`src/rtl/run_monitor_pkg.sv`:
```
// rtl/run_monitor_pkg.sv - shared state encoding and mailbox constants for run_monitor
package run_monitor_pkg;

   typedef enum logic [2:0] {
      HOLD,
      RUN,
      PASS,
      FAIL,
      TIMEOUT
   } run_state_t;

   // tohost word: bit 0 set means the test finished; value 1 means success
   localparam logic [31:0] PASS_CODE = 32'd1;

   function automatic logic is_terminal(input run_state_t s);
      return (s == PASS) || (s == FAIL) || (s == TIMEOUT);
   endfunction

endpackage

```
`src/rtl/run_monitor_status_lamps.sv`:
```
// rtl/run_monitor_status_lamps.sv - state to heartbeat LED and active-low RGB decode
module status_lamps
   import run_monitor_pkg::*;
(
   input  run_state_t state,
   input  logic       hb,
   output logic       LED,
   output logic       RGB_R,
   output logic       RGB_G,
   output logic       RGB_B
);

   always_comb begin
      LED   = 1'b0;
      RGB_R = 1'b1;
      RGB_G = 1'b1;
      RGB_B = 1'b1;
      case (state)
         HOLD:    RGB_B = 1'b0;
         RUN: begin
            LED   = hb;
            RGB_B = 1'b0;
         end
         PASS: begin
            LED   = 1'b1;
            RGB_G = 1'b0;
         end
         FAIL:    RGB_R = 1'b0;
         TIMEOUT: begin
            RGB_R = 1'b0;
            RGB_B = 1'b0;
         end
         default: ;
      endcase
   end

endmodule

```
`src/rtl/run_monitor.sv`:
```
// rtl/run_monitor.sv - holds the core in reset, then watches tohost stores for a pass/fail/timeout verdict
module run_monitor
   import run_monitor_pkg::*;
#(
   parameter int                RESET_CYCLES   = 16,
   parameter int                TIMEOUT_CYCLES = 400,
   parameter int                CNT_W          = 32,
   parameter int                ADDR_W         = 32,
   parameter logic [ADDR_W-1:0] TOHOST_ADDR    = ADDR_W'(32'h0000_0FFC),
   parameter int                HB_BIT         = 3
) (
   input  logic              clk,
   input  logic              rst_n,
   input  logic              st_valid,
   input  logic [ADDR_W-1:0] st_addr,
   input  logic [31:0]       st_data,
   output logic              core_rst_n,
   output logic              done,
   output logic              pass,
   output logic [30:0]       fail_code,
   output logic [CNT_W-1:0]  cycle_count,
   output logic              LED,
   output logic              RGB_R,
   output logic              RGB_G,
   output logic              RGB_B
);

   localparam int HW = (RESET_CYCLES > 1) ? $clog2(RESET_CYCLES) : 1;

   generate
      if ((64'(TIMEOUT_CYCLES) >> CNT_W) != 64'd0) begin : g_timeout_too_wide
         $error("TIMEOUT_CYCLES must be below 2**CNT_W");
      end
   endgenerate

   run_state_t       state_q, state_d;
   logic [HW-1:0]    hold_q, hold_d;
   logic [CNT_W-1:0] cnt_q, cnt_d;
   logic [30:0]      fail_q, fail_d;
   logic             hit;
   logic             led_d, rgb_r_d, rgb_g_d, rgb_b_d;

   assign hit = st_valid && (st_addr == TOHOST_ADDR) && st_data[0];

   always_comb begin
      state_d = state_q;
      hold_d  = hold_q;
      cnt_d   = cnt_q;
      fail_d  = fail_q;
      case (state_q)
         HOLD: begin
            if (hold_q == HW'(RESET_CYCLES - 1))
               state_d = RUN;
            else
               hold_d = hold_q + HW'(1);
         end
         RUN: begin
            if (cnt_q != '1)
               cnt_d = cnt_q + CNT_W'(1);
            // a mailbox hit outranks a timeout landing on the same cycle
            if (hit && (st_data == PASS_CODE))
               state_d = PASS;
            else if (hit) begin
               state_d = FAIL;
               fail_d  = st_data[31:1];
            end else if (cnt_q == CNT_W'(TIMEOUT_CYCLES - 1))
               state_d = TIMEOUT;
         end
         default: ;
      endcase
   end

   status_lamps u_lamps (
      .state (state_d),
      .hb    (cnt_d[HB_BIT]),
      .LED   (led_d),
      .RGB_R (rgb_r_d),
      .RGB_G (rgb_g_d),
      .RGB_B (rgb_b_d)
   );

   // outputs are registered from the next-state decode so they line up with the state register
   always_ff @(posedge clk or negedge rst_n) begin
      if (!rst_n) begin
         state_q    <= HOLD;
         hold_q     <= '0;
         cnt_q      <= '0;
         fail_q     <= '0;
         core_rst_n <= 1'b0;
         done       <= 1'b0;
         pass       <= 1'b0;
         LED        <= 1'b0;
         RGB_R      <= 1'b1;
         RGB_G      <= 1'b1;
         RGB_B      <= 1'b1;
      end else begin
         state_q    <= state_d;
         hold_q     <= hold_d;
         cnt_q      <= cnt_d;
         fail_q     <= fail_d;
         core_rst_n <= (state_d == RUN);
         done       <= is_terminal(state_d);
         pass       <= (state_d == PASS);
         LED        <= led_d;
         RGB_R      <= rgb_r_d;
         RGB_G      <= rgb_g_d;
         RGB_B      <= rgb_b_d;
      end
   end

   assign cycle_count = cnt_q;
   assign fail_code   = fail_q;

endmodule
```
`config.mk`:
```
export PLATFORM = sky130hd
export DESIGN_NAME = run_monitor
export DESIGN_NICKNAME = d
export VERILOG_FILES = /design/src/rtl/run_monitor_pkg.sv /design/src/rtl/run_monitor_status_lamps.sv /design/src/rtl/run_monitor.sv
export SDC_FILE = /design/constraint.sdc
export NUM_CORES = 1
export LEC_CHECK = 0
export ABC_AREA = 0
export BUFFER_PORTS_ARGS = -buffer_cell sky130_fd_sc_hd__buf_2
export CAP_MARGIN = 20
export CORE_MARGIN = 2
export CORE_UTILIZATION = 44
export DETAILED_ROUTE_END_ITERATION = 8
export MAX_ROUTING_LAYER = met4
export PLACE_DENSITY = 0.81
export SETUP_SLACK_MARGIN = 0.05
export SYNTH_ARGS = -nofsm -noshare
export SYNTH_HDL_FRONTEND = slang
export SYNTH_SLANG_ARGS = --single-unit
```
`constraint.sdc`:
```
create_clock -name clk -period 2.06 [get_ports clk]
set_input_delay 0.103 -clock clk [delete_from_list [all_inputs] [get_ports clk]]
set_output_delay 0.103 -clock clk [all_outputs]
set_load 0.01 [all_outputs]
```
==> qor.txt, run 1 <==
Outcome: finished, final reports clean
Final design area excluding fillers: 5121 um2
Wl on met1: 3.920 mm
Placed cell count: 543
Drt initial violations: 94
Via density per instance: 5.139
CTS Sinks: 77
Final Skew: 6.397 ps
Vias in the first global route: 3024
Min-delay src: st_data[31]
Slowest cell on the critical path: dfrtp_2
Post-route setup TNS: 0 ps
Die Ht: 93.50 um
Mapped Cells: 269
Avg WL per Cell: 16.03 um
Worst-path fanout max: 3
Met3 WL: 518 um
Final net count: 538
Min-delay worst type: primary input to flip-flop
Die width: 93.50 um
H-tree depth: 3
Measured slew at the worst slew-check pin: 461.8 ps
Max Cap Viol: 0
Area Growth Syn to Fin: 45.30%
Core area: 7727 um2
Worst vdd ir: 0.3434 mV
Synth cell types: 39
Avg Cell Area, Syn: 13.10 um2
Reg2Reg Depth: 7
CP Capture Type: flip-flop
Dpl cell area: 4608 um2
Reg-to-Reg Start: cycle_count[24]$_DFFE_PN0P_
Multi-input gate area: 1614 um2
PwrDens: 586.6 nW/um2
Worst Hold End: fail_code[30]$_DFFE_PN0P_
Power share of the clock group: 45.2%
Final ANT Viol Nets: 0
ANT cells: 0
Final max-slew violation count: 0
PortBufs: 136
Reg-to-Reg End: hold_q[1]$_DFFE_PN0P_
Worst Path Required: 2280 ps
Fin crit share: 99.56%
Worst Path Class, Setup: flip-flop to flip-flop
Via count: 2960
Crit path arrival time: 2270 ps
Overall Global Routing Usage: 21.84%
Dpl ws: -199.6 ps
FF+latch count, synth: 77
Final HPWL DP: 6.774 mm
Worst Hold Depth: 2
Root Buffer: clkbuf_8
CP startpoint kind: flip-flop
Largest net degree at the start of global routing: 43
First-pass GRT wire length: 14.50 mm
Logic pwr share: 4.5%
GP Congestion: 0.8219
Most common cell after layout, fill and taps aside: buf_2
DR top layer: met4
Ys Warns: 0
Final Hold Fails: 0
Filler cells: 562
Clock Latency Late Sink: 340 ps
CP max stage delay: 430 ps
Met2 routed WL: 4.595 mm
Post-synthesis sequential area ratio: 54.77%
CP Cell Sequence: nor4_4 -> nand4_1 -> nor3_4 -> mux2i_1 -> o21ai_2 -> and2_4 -> mux2_4
Die Area: 8742 um2
P_int: 2414 uW
Fmax: 487.6 MHz
Register Area: 1933 um2
Initial Util: 45.61%
Initial antenna violation count: 0
Max clock buf depth: 2
DR DRC count: 0
Synthesized area: 3525 um2
Pleak: 0.002844 uW
R2R Setup Slk: 9 ps
Worst slew margin: 69.21%
Final worst path period need: 2051 ps
DR pass1 iterations: 4
Gr ovfl total: 0
IO Pins: 137
TritonCTS clock tree: done
CTS Buf Count: 9
Syn_nets: 338
RSZ-0062 raised after global routing: true
Final setup fails: 0
Core Rows: 32
Setup slack after layout: 9.021 ps
Flop pwr share: 50.3%
Psw: 589.5 uW
Most frequent cells in the layout: buf_2 (135), dfrtp_1 (72), buf_4 (45)
CTS clk-pin slew, worst paths: 80 ps
Share of cells above drive strength 1: 55.27%
Switching Fraction: 19.63%
Routed wire length: 9.235 mm
Non-Filler Instances: 576
## per-stage QoR
stage          hold slack (ps)  utilization (%)  power, uW
4_1_cts                 0.5068            64.39       3032
2_1_floorplan           -192.6                -       1550
3_3_place_gp             89.67            59.63       1658
6_report                 22.27            66.27       3004
3_5_place_dp             87.64            59.63       1661
5_1_grt                  5.186            66.27       3123
## sequential cells by signal, indices dropped and copies added (netlist names)
| register | flops |
|---|---|
| core_rst_n | 1 |
| LED | 1 |
| fail_code | 31 |
| state_q | 3 |
| hold_q | 4 |
| RGB_R | 1 |
| cycle_count | 32 |
| pass | 1 |
| done | 1 |
| RGB_G | 1 |
| RGB_B | 1 |
## routing by layer
layer	global-route usage, %	vias to the layer above
met5	-	-
met4	7.598	0
met3	3.948	16
met2	35.97	114
met1	27.24	1451
li1	-	1379
## synthesized netlist by cell type
master / n / share of area [%]
nand4_1: 10 / 1.8
and2_1: 3 / 0.53
and4_1: 6 / 1.5
nor4b_1: 2 / 0.50
buf_12: 3 / 1.7
a41o_1: 1 / 0.28
nor3_1: 4 / 0.57
nand3b_1: 1 / 0.21
or3_1: 1 / 0.18
clkbuf_1: 1 / 0.11
nor3b_2: 1 / 0.35
or4b_4: 1 / 0.39
inv_1: 4 / 0.43
a22o_1: 1 / 0.25
a21o_1: 1 / 0.21
buf_6: 1 / 0.32
mux2i_1: 1 / 0.28
nand2b_1: 1 / 0.18
xor2_1: 7 / 1.7
and3_1: 8 / 1.4
o21ai_1: 2 / 0.28
mux2_4: 31 / 13
nand2_1: 18 / 1.9
nor4_2: 2 / 0.71
xnor2_1: 27 / 6.7
dfrtp_1: 74 / 53
mux2_2: 2 / 0.64
nor2_1: 9 / 0.96
ha_1: 2 / 0.71
nand4_2: 1 / 0.35
a41o_2: 1 / 0.32
nand3_1: 17 / 2.4
nand4b_1: 1 / 0.25
a21boi_0: 1 / 0.21
dfstp_2: 3 / 2.2
nor4_1: 16 / 2.8
nor2b_1: 1 / 0.18
and2_0: 2 / 0.35
and2_4: 1 / 0.25
## kinds of logic (layout without fill, tap and decap cells)
group | count (synthesis) | in the layout | synth area share (%)
simple gates | 106 | 106 | 17.82
flops | 77 | 77 | 54.77
xor+xnor | 34 | 34 | 8.449
mux | 34 | 34 | 14.13
buf+inv | 9 | 214 | 2.556
compound gates | 7 | 7 | 1.562
fa+ha+maj | 2 | 2 | 0.7099
## critical path, delay by kind of cell, from the launching register on
family	cells	cell delay (ps)
AND/OR/NAND/NOR	4	930
flip-flops	1	430
multiplexers	2	420
AO/OA/AOI/OAI	1	160
## worst max-delay path by stage
stage / from / end
after floorplan: st_addr[24] / fail_code[0]$_DFFE_PN0P_
after global placement: st_addr[24] / fail_code[16]$_DFFE_PN0P_
after detailed placement: st_addr[24] / hold_q[1]$_DFFE_PN0P_
after CTS: cycle_count[9]$_DFFE_PN0P_ / hold_q[1]$_DFFE_PN0P_
after global routing: st_data[9] / fail_code[15]$_DFFE_PN0P_
final: cycle_count[24]$_DFFE_PN0P_ / hold_q[1]$_DFFE_PN0P_
## layout make-up
| type | instances | area share, % |
|---|---|---|
| Clock buffer | 12 | 2.834 |
| Clock inverter | 4 | 1.857 |
| Inverter | 4 | 0.2932 |
| Multi-Input combinational cell | 183 | 31.52 |
| Sequential cell | 77 | 37.75 |
| Tap cell | 102 | 2.492 |
| Timing Repair Buffer | 194 | 23.26 |
## power by group through the flow
stage | clock [uW] | combinational, uW | sequential [uW]
floorplan | 0 | 8.89 | 1540
global placement | 0 | 117 | 1540
detailed placement | 0 | 120 | 1540
CTS | 1390 | 134 | 1510
global route | 1460 | 148 | 1510
finish | 1360 | 135 | 1510
## what timing repair did
item | 4_1_cts | 5_1_grt
setup buffers | 1 | 6
gates resized for setup | 7 | 17
endpoints found under the hold margin | 40 | 0
cloned | 0 | 1
endpoints found under the setup margin | 17 | 23
hold buffers | 9 | 0
pin swaps | 4 | 9
Power figures use the tool's default switching activity.
==> run 2: changes to the inputs <==
- CORE_UTILIZATION: 44 -> 27
- PLACE_DENSITY: 0.81 -> 0.56
- SLEW_MARGIN: unset -> 10
- clock period: 2.06 -> 1.8 ns (I/O delays scaled with it)
==> qor.txt, run 2 (synthesis results as in run 1) <==
Fin crit share: 108.2% (+8.6 points)
TritonCTS clock tree: done
Max reg flops: 32 (unchanged)
Measured slew at the worst slew-check pin: 419.8 ps (-42.03 ps)
H-tree depth: 3 (unchanged)
Largest net degree at the start of global routing: 37 (-14%)
Die width: 118.3 um (+26%)
Share of cells above drive strength 1: 64.59% (+9.3 points)
Overall Global Routing Usage: 15.44% (-6.4 points)
Reg-to-Reg Start: cycle_count[11]$_DFFE_PN0P_
Initial antenna violation count: 0 (unchanged)
Failing checks: setup timing
Max clock buf depth: 2 (unchanged)
Die Area: 13980 um2 (+60%)
Via density per instance: 4.551 (-11%)
Non-Filler Instances: 686 (+19%)
Worst-path fanout max: 3 (unchanged)
CTS Buf Count: 9 (unchanged)
IO Pins: 137 (unchanged)
CP startpoint kind: flip-flop
Final net count: 578 (+7.4%)
Outcome: finished, violations left
CTS clk-pin slew, worst paths: 60 ps (-20 ps)
Worst Hold End: fail_code[24]$_DFFE_PN0P_
Family with the most delay on the worst path: simple AND/OR/NAND/NOR gates
Util after Layout: 46.10% (-20 points)
Dpl ws: -376.4 ps (-176.8 ps)
Fmax: 513.6 MHz (+5.3%)
Final Hold Fails: 0 (unchanged)
Avg WL per Cell: 14.98 um (-6.5%)
Final max-slew violation count: 0 (unchanged)
Pleak: 0.003209 uW (+13%)
Die Ht: 118.3 um (+26%)
Slowest cell on the critical path: dfrtp_1
Area Growth Syn to Fin: 65.74%
PortBufs: 136 (unchanged)
Final worst path period need: 1947 ps (-104.0 ps)
First-pass GRT wire length: 16.87 mm (+16%)
Core Rows: 41 (+28%)
Via count: 3122 (+5.5%)
Worst Path Class, Setup: flip-flop to flip-flop
Crit path buf inv count: 0 (unchanged)
Most common cell after layout, fill and taps aside: buf_2
Reg2Reg Depth: 7 (unchanged)
Final HPWL DP: 7.150 mm (+5.6%)
Worst slew margin: 72.02% (+2.8 points)
Worst vdd ir: 0.3285 mV (-4.3%)
Root Buffer: clkbuf_16
Min-delay src: st_data[25]
Clock Latency Late Sink: 340 ps (about the same)
Drt initial violations: 143 (+52%)
CP Cell Sequence: nor4_1 -> nand4_1 -> nor3_2 -> mux2i_1 -> o21ai_2 -> and2_4 -> mux2_4
Core area: 12670 um2 (+64%)
GP Congestion: 0.7914 (-3.7%)
Setup slack after layout: -147.0 ps (-156.0 ps)
Placed cell count: 638 (+17%)
R2R Setup Slk: -150 ps (-160 ps)
Vias in the first global route: 3384 (+12%)
CTS Sinks: 77 (unchanged)
Most frequent cells in the layout: buf_2 (135), dfrtp_1 (72), buf_4 (72)
Reg-to-Reg End: hold_q[1]$_DFFE_PN0P_
Worst Path Required: 2020 ps (-260 ps)
RSZ-0062 raised after global routing: true
Gr ovfl total: 0 (unchanged)
Final Skew: 7.501 ps (+1.104 ps)
Min-delay worst type: primary input to flip-flop
ANT cells: 0 (unchanged)
Final ANT Viol Nets: 0 (unchanged)
Filler cells: 1192 (+110%)
Final setup fails: 37 (+37)
PwrDens: 664.3 nW/um2 (+13%)
CP Capture Type: flip-flop
Max Cap Viol: 0 (unchanged)
WHS: 13.18 ps (-9.084 ps)
Routed wire length: 10.28 mm (+11%)
DR pass1 iterations: 4 (unchanged)
Initial Util: 27.82% (-18 points)
CP max stage delay: 400 ps (-30 ps)
Crit path arrival time: 2170 ps (-100 ps)
Worst Hold Depth: 2 (unchanged)
DR DRC count: 0 (unchanged)
==> run 2: cell types whose count changed in the layout (fill, tap and decap cells not counted), sizes merged <==
cell | previous run | this run
bufbuf | 0 | 1
buf | 184 | 217
clkbuf | 13 | 11
dlygate4sd3 | 9 | 16
clkinvlp | 0 | 2
bufinv | 3 | 2
==> run 2: stage by stage <==
step                total power [uW]  instance area, um2  setup TNS [ps]
detailed placement              1915                4895          -18100
floorplan                       1774                3551           -5913
finish                          3881                5842           -3300
CTS                             3937                5647           -3385
global placement                1912                4895          -17610
global route                    4047                5842           -7845
==> run 2: power by group <==
group          leakage [uW]  internal [uW]  switching (uW)
Clock              0.000152           1250             718
Combinational       0.00202           96.4            80.4
Sequential          0.00104           1730    0.0000000371
==> run 2: worst register-to-register path, stage by stage, from the launching register on <==
cell and delay, ps:
dfrtp_1 400, nor4_1 310, nand4_1 150, nor3_2 240
mux2i_1 120, o21ai_2 160, and2_4 170, mux2_4 290
==> run 2: cell type report <==
class / count / area (um2) / share of cell area [%]
flip-flops and latches: 77 / 1933 / 33.09
clock inverters: 5 / 83.83 / 1.435
clock buffers: 11 / 242.7 / 4.155
inverters: 4 / 15.01 / 0.2570
repair buffers: 234 / 1539 / 26.34
multi-input cells: 183 / 1813 / 31.03
well taps: 172 / 215.2 / 3.684
==> run 2: layer usage <==
| layer | track usage [%] | vias to the layer above | part of all wire (%) |
|---|---|---|---|
| met5 | - | - | 0 |
| li1 | - | 1455 | - |
| met4 | 4.669 | 0 | 1.6 |
| met1 | 18.10 | 1569 | 43 |
| met2 | 26.08 | 84 | 51 |
| met3 | 3.909 | 14 | 5.0 |
==> run 2: how the worst max path moves through the flow <==
stage | end | start | cells past startpoint | slack [ps]
2_1_floorplan | cycle_count[21]$_DFFE_PN0P_ | cycle_count[0]$_DFFE_PN0P_ | 9 | -190
3_3_place_gp | fail_code[16]$_DFFE_PN0P_ | st_addr[24] | 7 | -350
3_5_place_dp | hold_q[1]$_DFFE_PN0P_ | st_addr[24] | 9 | -380
4_1_cts | hold_q[1]$_DFFE_PN0P_ | cycle_count[19]$_DFFE_PN0P_ | 7 | -170
5_1_grt | cycle_count[28]$_DFFE_PN0P_ | cycle_count[28]$_DFFE_PN0P_ | 9 | -220
6_report | hold_q[1]$_DFFE_PN0P_ | cycle_count[11]$_DFFE_PN0P_ | 7 | -150
==> run 2: timing repair <==
item / in CTS / in global routing
hold endpoints to repair: 41 / 1
resized for setup: 46 / 25
endpoints found under the setup margin: 72 / 74
cloned: 1 / 0
setup buffers: 7 / 8
hold buffers: 15 / 1
pin swaps: 34 / 29
